<file path="config.mk">
export PLATFORM = sky130hd
export DESIGN_NAME = ifu_fetch
export DESIGN_NICKNAME = d
export VERILOG_FILES = /design/src/rtl/ifu_fetch.sv
export SDC_FILE = /design/constraint.sdc
export NUM_CORES = 1
export LEC_CHECK = 0
export CORE_AREA = 3 3 192 194
export DETAILED_ROUTE_END_ITERATION = 8
export DIE_AREA = 0 0 195 197
export PLACE_DENSITY_LB_ADDON = 0.2
export SLEW_MARGIN = 20
export SYNTH_ARGS = -nofsm -noshare
export SYNTH_HDL_FRONTEND = slang
export SYNTH_SLANG_ARGS = --single-unit
export TNS_END_PERCENT = 5
</file>
<file path="constraint.sdc">
create_clock -name Clk -period 6.6 [get_ports Clk]
set_input_delay 1.32 -clock Clk [delete_from_list [all_inputs] [get_ports Clk]]
set_output_delay 1.32 -clock Clk [all_outputs]
set_load 0.05 [all_outputs]
</file>
<file path="src/rtl/ifu_fetch.sv">
// ifu_fetch: owns the PC, fetches from instruction memory into IF/ID and
// applies decode-stage redirects with MIPS delay-slot semantics.
module ifu_fetch #(
   parameter logic [31:0] PC_RESET = 32'h0000_3000,
   parameter logic [31:0] PC_LO    = 32'h0000_3000,
   parameter logic [31:0] PC_HI    = 32'h0000_4FFC
) (
   input  logic        Clk,
   input  logic        Reset,
   input  logic        Stall,
   input  logic [1:0]  NPCSel,
   input  logic        BranchTaken,
   input  logic [15:0] Imm16,
   input  logic [25:0] Index26,
   input  logic [31:0] RegRs,
   output logic [10:0] ImAddr,
   input  logic [31:0] ImData,
   output logic [31:0] PC_F,
   output logic [31:0] IR_D,
   output logic [31:0] PC_D,
   output logic [31:0] PC8_D,
   output logic        FetchErr_D,
   output logic [31:0] FetchCnt
);
   logic        legal;
   logic [31:0] seq_pc, br_pc, npc;
   always_comb begin
      legal  = (PC_F >= PC_LO) && (PC_F <= PC_HI) && (PC_F[1:0] == 2'b00);
      seq_pc = PC_F + 32'd4;
      br_pc  = PC_D + 32'd4 + {{14{Imm16[15]}}, Imm16, 2'b00};
      // Branch/jump targets are relative to the instruction in decode (PC_D), not PC_F.
      npc    = NPCSel == 2'b11 ? RegRs :
               NPCSel == 2'b10 ? {PC_D[31:28], Index26, 2'b00} :
               (NPCSel == 2'b01 && BranchTaken) ? br_pc : seq_pc;
      ImAddr = PC_F[12:2];
      PC8_D  = PC_D + 32'd8;
   end
   always_ff @(posedge Clk or posedge Reset)
      if (Reset) begin
         PC_F       <= PC_RESET;
         IR_D       <= '0;
         PC_D       <= '0;
         FetchErr_D <= 1'b0;
         FetchCnt   <= '0;
      end else if (!Stall) begin
         PC_F       <= npc;
         IR_D       <= legal ? ImData : 32'h0000_0000;
         PC_D       <= PC_F;
         FetchErr_D <= !legal;
         FetchCnt   <= FetchCnt + 32'd1;
      end
endmodule

</file>
# Yosys cells after proc, flatten, opt, wreduce, memory -nomap -nowiden
# Index checks and enable logic that the tools add are counted.
[op_classes]
addsub = 5
magnitude_cmp = 2
n_eq_ne = 3
muxes = 4
n_reduce_logical = 5
[op_table]
columns = ["op", "n"]
rows = [
  ["2-to-1 mux 32 bit", 4],
  ["adder 32 x 3 -> 32 bit, second input constant", 2],
  ["adder 32 x 1 -> 32 bit, second input constant", 1],
  ["adder 32 bit", 1],
  ["adder 32 x 4 -> 32 bit, second input constant", 1],
  ["greater-or-equal comparator 32 x 14 -> 1 bit, second input constant", 1],
  ["less-or-equal comparator 32 x 15 -> 1 bit, second input constant", 1],
  ["== test 2 bit, second input constant", 2],
  ["logical AND 1 bit", 3],
  ["== test 2 x 1 -> 1 bit, second input constant", 1],
  ["zero test 2 bit", 1],
  ["zero test 1 bit", 1],
]
[word_totals]
ff_bits = 129
output_inout_bits = 172

# Logic depth before layout (Yosys ltp)
# Gate-level depths: netlist (run 1).
[depth]
depth_word = 5
depth_mapped = 13

# Worst setup path before layout (run 1)
# Ideal clock, no wire load.
[synth_timing]
path_kind = "reg-to-output"
startpoint = "reg PC_D[5]"
endpoint = "out PC8_D[26]"
arrival_time_ns = 2.853
t_required_ns = 5.280
slack_ns = 2.427
path_stages_with_launch = 10
path_cell_list = "dfrtp_1 > and3_1 > and3_1 > and2_1 > nand2_1 > or2_2 > clkbuf_1 > nor2_1 > nand2_1 > xnor2_1"
[synth_between]
elab_chain_cells = 1
[synth_lines]
columns = ["element", "line_no", "source"]
rows = [
  ["from (decl)", "20", "output logic [31:0] PC_D,"],
  ["from (signal assigned)", "42", "PC_D <= '0;"],
  ["from (signal assigned)", "48", "PC_D <= PC_F;"],
  ["adder 32 x 4 -> 32 bit", "36", "PC8_D = PC_D + 32'd8;"],
  ["to (decl)", "21", "output logic [31:0] PC8_D,"],
]
# No other way between the ends.

# Worst setup path in the final report (run 1)
[layout_timing]
startpoint = "reg PC_D[3]"
endpoint = "out PC8_D[31]"
# The elaborated chain is that of the path after synthesis.

==> results.md, run 1 <==
* Startpoint Class: register
* Max_slew headroom at 26.52%
* CP Class: reg -> out
* Number of nets still failing antenna checks after routing at 0
* Flop-to-flop setup slack at roughly 3.4 ns
* Area growth syn-to-layout at 42.83%
* Final-report setup violation count at 0
* Largest family of logic cells by synthesized area: compound AO/OA/AOI/OAI gates
* Max VDD drop at slightly above 200 uV
* Simple-gate share of the synthesized area at between 10% and 20%
* First-pass GRT wire length at between 40000 and 50000 microns
* Post-synthesis xor/xnor area fraction at 10.27%
* N_diodes at 0
* Final worst-path cycle share at 74.14%
* Syn Inst Count at around 940
* CP peak stage delay at 0.82 ns
* Die Y at 197 microns
* Hold EP: FetchCnt[31]
* Vias in the first global route at 7947
* Compound-cell area share of the yosys netlist at 16.82%
* Leakage at 5.384 nW
* Yosys cell types at slightly above 60
* Worst path top cell family by delay: simple AND/OR/NAND/NOR gates
* Post-route cell area at 12550 sq um
* Hold Slack at 0.4673 ns
* CP Max Fanout at 7
* Post-synth top area cell: dfrtp_1
* FF-to-FF End: PC_F[29]
* Post-synthesis adder-cell area fraction at 8.914%
* # Post-CTS Setup Buffers at 0
* Register area at 3231 sq um
* Post-cts sizing count at 0
* Rows at about 70
* I/O Buffers at 283
* # Max-Cap Violations at 0
* Top cells by instance count after synthesis: dfrtp_1 (127), nand2_1 (98), xnor2_1 (70)
* Synth Net Count at 1115
* First-pass detailed-route iteration total at 4
* Initial Utilization at 24.83%
* Min-delay worst type: reg -> reg
* Synth area leaders: dfrtp_1 (36%), ha_1 (8.7%), xnor2_1 (7.0%), mux2_2 (4.5%), nand2_1 (4.2%)
* TNS Setup at 0 ns
* Hold Vio Cnt, Final at 0
* DRT Wirelength at 30210 microns
* Power per Cell Area at roughly 320 nW/um^2
* Fraction of layout cells with a size suffix above 1 at 7.814%
* DRT iter0 DRCs at about 320
* Initial antenna violation count at 0
* Vias at 7947
* NetSw at 1.755 mW
* Area of the multi-input gates at between 5000 and 6000 sq um
* Cell Int Power at 2.214 mW
* DR DRC count at 0
* Cell Chain, Critical Path: ha_1 > and3_1 > nand2_1 > nor3_1 > nand3_1 > xnor2_1 > clkdlybuf4s50_1
* Clock Power Share at 26.0%
* Post-Syn Area at 8787 sq um
* CTS Root Cell: clkbuf_16
* Outcome: finished, final reports clean
* Fin nets at 1364
* Slowest-stage cell, CP: clkdlybuf4s50_1
* CP Capture Type: output port
* Placed inst area at around 12000 sq um
* Slew Viols, Final at 0
* Post-synth EDFFs at 0
* DR vias/cell at 4.776
* Global route overflow at 0
* Setup Skew at about 0.009 ns
* Yosys warning total at 0
* Seq/Total Area, Yosys at 36.76%
* Placed cell count at 1632
* Worst-Skew Late Latency at 0.44 ns
* Clock-pin slew on the worst setup and hold paths at 0.06 ns
* Async S/R FF share, synth at between 90% and 100%
* Post-synthesis mux area share at 6.991%
* Sw Share at between 40 and 50%
* Total global-route track usage at 15.62%
* Hpwl dp at roughly 23000 microns
* Number of buffers and inverters on the critical path at 1
* Critical path data arrival time at 3.57 ns
* Fin crit period at 4.894 ns
* Max clock buf depth at 2
* Core ar. at 35400 sq um
* Seq pwr share at 27.6%
* Post-DR wirelength/cell at 18.16 microns
* Synth top area share at a little over a third
* Main flop type after synthesis: dfrtp_1
* Fill count at 3675
* Seq cells post-synth at about 130
* RSZ-0062 raised after global routing: false
* Finished Layout Cells at 1664
* Mean Syn Cell Area at a little over 9 sq um
* Top-count cell post-synth: dfrtp_1
* Reg-to-reg critical path startpoint: PC_D[9]
* Req. time, crit path at around 5.3 ns
* R2R depth at 10
* H-tree Lvls at 4
* Hold_buf cts at 0
* Die area at 38420 sq um
* Largest net degree at the start of global routing at 89
* Num CTS Buffers at 17
* Worst hold start: FetchCnt[31]
* Clock sink count at 129
* Max Fclk at 204.4 MHz
* Chip width at 195 microns
* Combinational power share at 46.4%
* I/O pin total at 284
* Worst slew pin tran at 1.098 ns
* Global placer's final weighted congestion at 0.8054
* Worst hold stages at 1
* CTS tree: built
## layer usage
layer | track usage (%) | vias up | wire length (microns)
met5 | 0 | - | 0
met4 | 2.799 | 0 | 234
met3 | 4.274 | 12 | 1606
met2 | 26.12 | 193 | 14630
met1 | 20.57 | 3861 | 13740
li1 | - | 3881 | -
## logic make-up after synthesis
logic type / after synthesis
simple gates: 284
compound gates: 221
flops: 129
xor+xnor: 103
buf+inv: 85
fa+ha+maj: 62
mux: 57
## power by group through the flow
stage	sequential, mW	combinational, mW	clock [mW]
floorplan	1.39	0.948	0
detailed placement	1.11	1.85	0
CTS	1.10	1.86	1.07
global route	1.12	1.99	1.10
global placement	1.11	1.85	0
finish	1.10	1.84	1.03
## worst max-delay path by stage
stage                         start          end  slack, ns  cells past startpoint
after floorplan               Reset  FetchCnt[0]       1.84                      1
after global placement    Imm16[15]     PC_F[30]       2.04                     12
after detailed placement  Imm16[15]     PC_F[26]       1.99                     12
after CTS                   PC_D[3]    PC8_D[31]       1.58                      7
after global routing        PC_D[3]    PC8_D[29]       1.40                      7
final                       PC_D[3]    PC8_D[31]       1.71                      7
## layout by cell type (no fill, tap or decap), types with 7 or more instances in the layout
master	Yosys	routed
nor3_1	10	9
buf_4	16	8
and3_1	28	28
nand4_1	13	13
inv_1	25	24
clkdlybuf4s50_1	0	280
a22o_1	35	35
o21ai_0	50	50
a21oi_1	48	48
xnor2_1	70	70
a211oi_1	13	13
xor2_1	33	33
clkbuf_16	0	17
o221ai_1	7	7
dfrtp_1	127	127
nand2_1	98	98
nor2_1	58	58
a21o_1	16	16
nand3_1	35	35
and2_1	9	9
mux2i_1	22	22
a31oi_1	9	9
ha_1	61	61
mux2_2	35	35
## state kept, by name, summed over array words and instances (netlist names)
| signal | flops |
|---|---|
| PC_F | 32 |
| FetchErr_D | 1 |
| IR_D | 32 |
| FetchCnt | 32 |
| PC_D | 32 |
## area by class of cell
type | count | area share [%]
clock buffer | 19 | 3.609
clock inverter | 13 | 1.416
inverter | 25 | 0.7876
multi-input combinational | 727 | 40.96
sequential | 129 | 25.74
tap | 461 | 4.596
timing repair buffer | 290 | 22.89
## metrics by stage
step           util (%)  worst slack [ns]  total power [mW]
5_1_grt           35.46             1.398             4.213
4_1_cts           35.46             1.582             4.029
3_5_place_dp      33.68             1.987             2.967
6_report          35.46             1.706             3.970
2_1_floorplan         -             1.842             2.337
3_3_place_gp      33.68             2.043             2.964
Power figures use the tool's default switching activity.
==> run 2: changes to the inputs <==
clock period = 4 ns   (was 6.6 ns; I/O delays follow)
==> run 2 against run 1 <==
Effect of this change: design area increased by 0.92%; critical path type unchanged; combinational power is 70% higher; worst setup slack got worse by 1.5 ns; highest routed layer unchanged; power up 64%; die area is the same; global-route usage grew 0.13 points.
==> results.md, run 2 (same netlist as run 1, synthesis figures left out) <==
* I/O pin total at 284 (unchanged)
* Final-report setup violation count at 0 (unchanged)
* Worst hold stages at 1 (unchanged)
* Power per Cell Area at 514.0 nW/um^2 (was 316.3 nW/um^2)
* Cell Int Power at 3.645 mW (was 2.214 mW)
* Min-delay worst type: reg -> reg (unchanged)
* Vias at 8056 (was 7947)
* Global route overflow at 0 (unchanged)
* Fin nets at 1384 (was 1364)
* CTS tree: built (unchanged)
* Startpoint Class: register (unchanged)
* Most frequent cells in the layout: clkdlybuf4s50_1 (269), dfrtp_1 (127), nand2_1 (98) (was clkdlybuf4s50_1 (280), dfrtp_1 (127), nand2_1 (98))
* Fin crit period at 3.800 ns
* Combinational power share at 47.9% (was 46.4%)
* Flop-to-flop setup slack at 0.74 ns (was 3.36 ns)
* Final worst slack at 0.2000 ns (was 1.706 ns)
* Seq pwr share at 27.8% (was 27.6%)
* Hold_buf cts at 0 (unchanged)
* Core ar. at 35400 sq um (unchanged)
* Setup Skew at 0.009935 ns (was 0.009098 ns)
* FF-to-FF End: PC_F[29] (unchanged)
* Outcome: finished, final reports clean (unchanged)
* Hold Slack at 0.4650 ns (was 0.4673 ns)
* Highest metal used: met4 (unchanged)
* Initial Utilization at 24.83% (unchanged)
* DRT iter0 DRCs at 466 (was 323)
* Post-cts sizing count at 0 (unchanged)
* Clock sink count at 129 (unchanged)
* Clock Power Share at 24.3% (was 26.0%)
* Leading cell type in the layout, fill and taps excluded: clkdlybuf4s50_1 (unchanged)
* Die Y at 197 microns (unchanged)
* # Max-Cap Violations at 0 (unchanged)
* Max_slew headroom at 46.48% (was 26.52%)
* CP Max Fanout at 5 (was 7)
* Final worst-path cycle share at a little over nine tenths
* Total global-route track usage at 15.75% (was 15.62%)
* Hpwl dp at 22970 microns (was 22780 microns)
* # Post-CTS Setup Buffers at 0 (unchanged)
* CP Class: reg -> out (unchanged)
* Reg-to-reg critical path startpoint: PC_D[3] (was PC_D[9])
* Global placer's final weighted congestion at 0.8157 (was 0.8054)
* RSZ-0062 raised after global routing: false (unchanged)
* Hold EP: FetchCnt[31] (unchanged)
* Initial antenna violation count at 0 (unchanged)
* CTS Root Cell: clkbuf_16 (unchanged)
* Worst-Skew Late Latency at 0.43 ns (was 0.44 ns)
* Post-DR wirelength/cell at 18.10 microns (was 18.16 microns)
* I/O Buffers at 283 (unchanged)
* CP most frequent cell: nand2_1
* H-tree Lvls at 4 (unchanged)
* Hold Vio Cnt, Final at 0 (unchanged)
* Chip width at 195 microns (unchanged)
* First-pass detailed-route iteration total at 5 (was 4)
* Die area at 38420 sq um (unchanged)
* Vias in the first global route at 8165 (was 7947)
* Area growth syn-to-layout at 44.14% (was 42.83%)
* Critical path data arrival time at 3.00 ns (was 3.57 ns)
* Clock-pin slew on the worst setup and hold paths at 0.06 ns (about the same)
* First-pass GRT wire length at 47800 microns (was 47130 microns)
* Num CTS Buffers at 17 (unchanged)
* N_diodes at 0 (unchanged)
* Metal2 WL at 14700 microns (was 14630 microns)
* Max Fclk at roughly 260 MHz
* Slowest-stage cell, CP: clkdlybuf4s50_1 (unchanged)
* Dpl ws at 0.009248 ns (was 1.987 ns)
* NetSw at 2.865 mW (was 1.755 mW)
* CP Capture Type: output port (unchanged)
* Worst hold start: FetchCnt[31] (unchanged)
* TNS Setup at 0 ns (unchanged)
* Req. time, crit path at 3.20 ns (was 5.28 ns)
* Rows at 69 (unchanged)
* Cell Chain, Critical Path: ha_1 > and3_1 > nand2_1 > nor2_1 > nand2_1 > xnor2_1 > clkdlybuf4s50_1 (was ha_1 > and3_1 > nand2_1 > nor3_1 > nand3_1 > xnor2_1 > clkdlybuf4s50_1)
* DRT Wirelength at 30480 microns (was 30210 microns)
* Leakage at 5.507 nW (was 5.384 nW)
* CP peak stage delay at 0.82 ns (about the same)
* Largest net degree at the start of global routing at 130 (was 89)
* Met3 routed WL at 1679 microns (was 1606 microns)
* DR DRC count at 0 (unchanged)
* Fraction of layout cells with a size suffix above 1 at 9.730% (was 7.814%)
* Post-Route M1 WL at 13680 microns (was 13740 microns)
* Worst slew pin tran at 0.7966 ns (was 1.098 ns)
* Max VDD drop at 357.5 uV (was 204.9 uV)
* R2R depth at 12 (was 10)
* Sw Share at 44.01% (was 44.22%)
* DR vias/cell at 4.784 (was 4.776)
* Slew Viols, Final at 0 (unchanged)
* Number of nets still failing antenna checks after routing at 0 (unchanged)
* Max clock buf depth at 2 (unchanged)
==> run 2: cell count changes in the layout (fill, tap and decap cells not counted), moves of 2 or more <==
cell | previous run | this run
clkinvlp_4 | 2 | 4
buf_4 | 8 | 34
dlymetal6s2s_1 | 0 | 3
clkinv_4 | 5 | 1
buf_12 | 0 | 2
clkdlybuf4s50_1 | 280 | 269
clkbuf_1 | 0 | 3
clkinv_2 | 0 | 3
inv_6 | 3 | 0
==> run 2: critical path: cells and delay by family, from the launching register on <==
| kind | cells | cell delay, ns |
|---|---|---|
| and+or+nand+nor | 4 | 0.87 |
| buffers and inverters | 1 | 0.82 |
| adders and majority gates | 1 | 0.25 |
| xor gates and xnor gates | 1 | 0.15 |
| DFF | 1 | 0.46 |
==> run 2: stage by stage <==
step	power, mW	util [%]	area [sq um]	instances
detailed placement	4.969	34.11	12070	1652
finish	6.510	35.78	12670	1684
floorplan	3.857	-	8791	941
CTS	6.598	35.76	12660	1684
global placement	4.956	34.11	12070	1652
global route	6.906	35.78	12670	1684
==> run 2: worst max path at each step <==
stage	start	to	slack (ns)	depth (start not counted)
after detailed placement	Imm16[15]	PC_F[30]	0.009	11
final	PC_D[3]	PC8_D[21]	0.20	7
after CTS	PC_D[6]	PC8_D[20]	0.03	8
after floorplan	PC_D[5]	PC8_D[26]	0.35	9
after global routing	PC_D[6]	PC8_D[30]	0.03	9
after global placement	Imm16[15]	PC_F[30]	0.04	11
==> run 2: power groups by stage <==
stage / registers [mW] / clock network, mW / logic [mW]
2_1_floorplan: 2.29 / 0 / 1.57
3_3_place_gp: 1.84 / 0 / 3.12
3_5_place_dp: 1.84 / 0 / 3.13
4_1_cts: 1.82 / 1.64 / 3.14
5_1_grt: 1.85 / 1.70 / 3.35
6_report: 1.81 / 1.58 / 3.12
==> run 2: routing by layer <==
| metal | vias to the layer above | track usage, % |
|---|---|---|
| li1 | 3900 | - |
| met1 | 3903 | 20.69 |
| met2 | 226 | 26.20 |
| met3 | 27 | 3.573 |
| met4 | 0 | 4.357 |
| met5 | - | 0 |
==> run 2: final cells by class <==
class / instances / area, sq um
fill: 3681 / 22730
multi-input combinational: 727 / 5141
sequential: 129 / 3231
timing repair buffer: 310 / 3035
tap: 461 / 576.8
clock buffer: 23 / 478.0
clock inverter: 9 / 106.4
inverter: 25 / 97.59
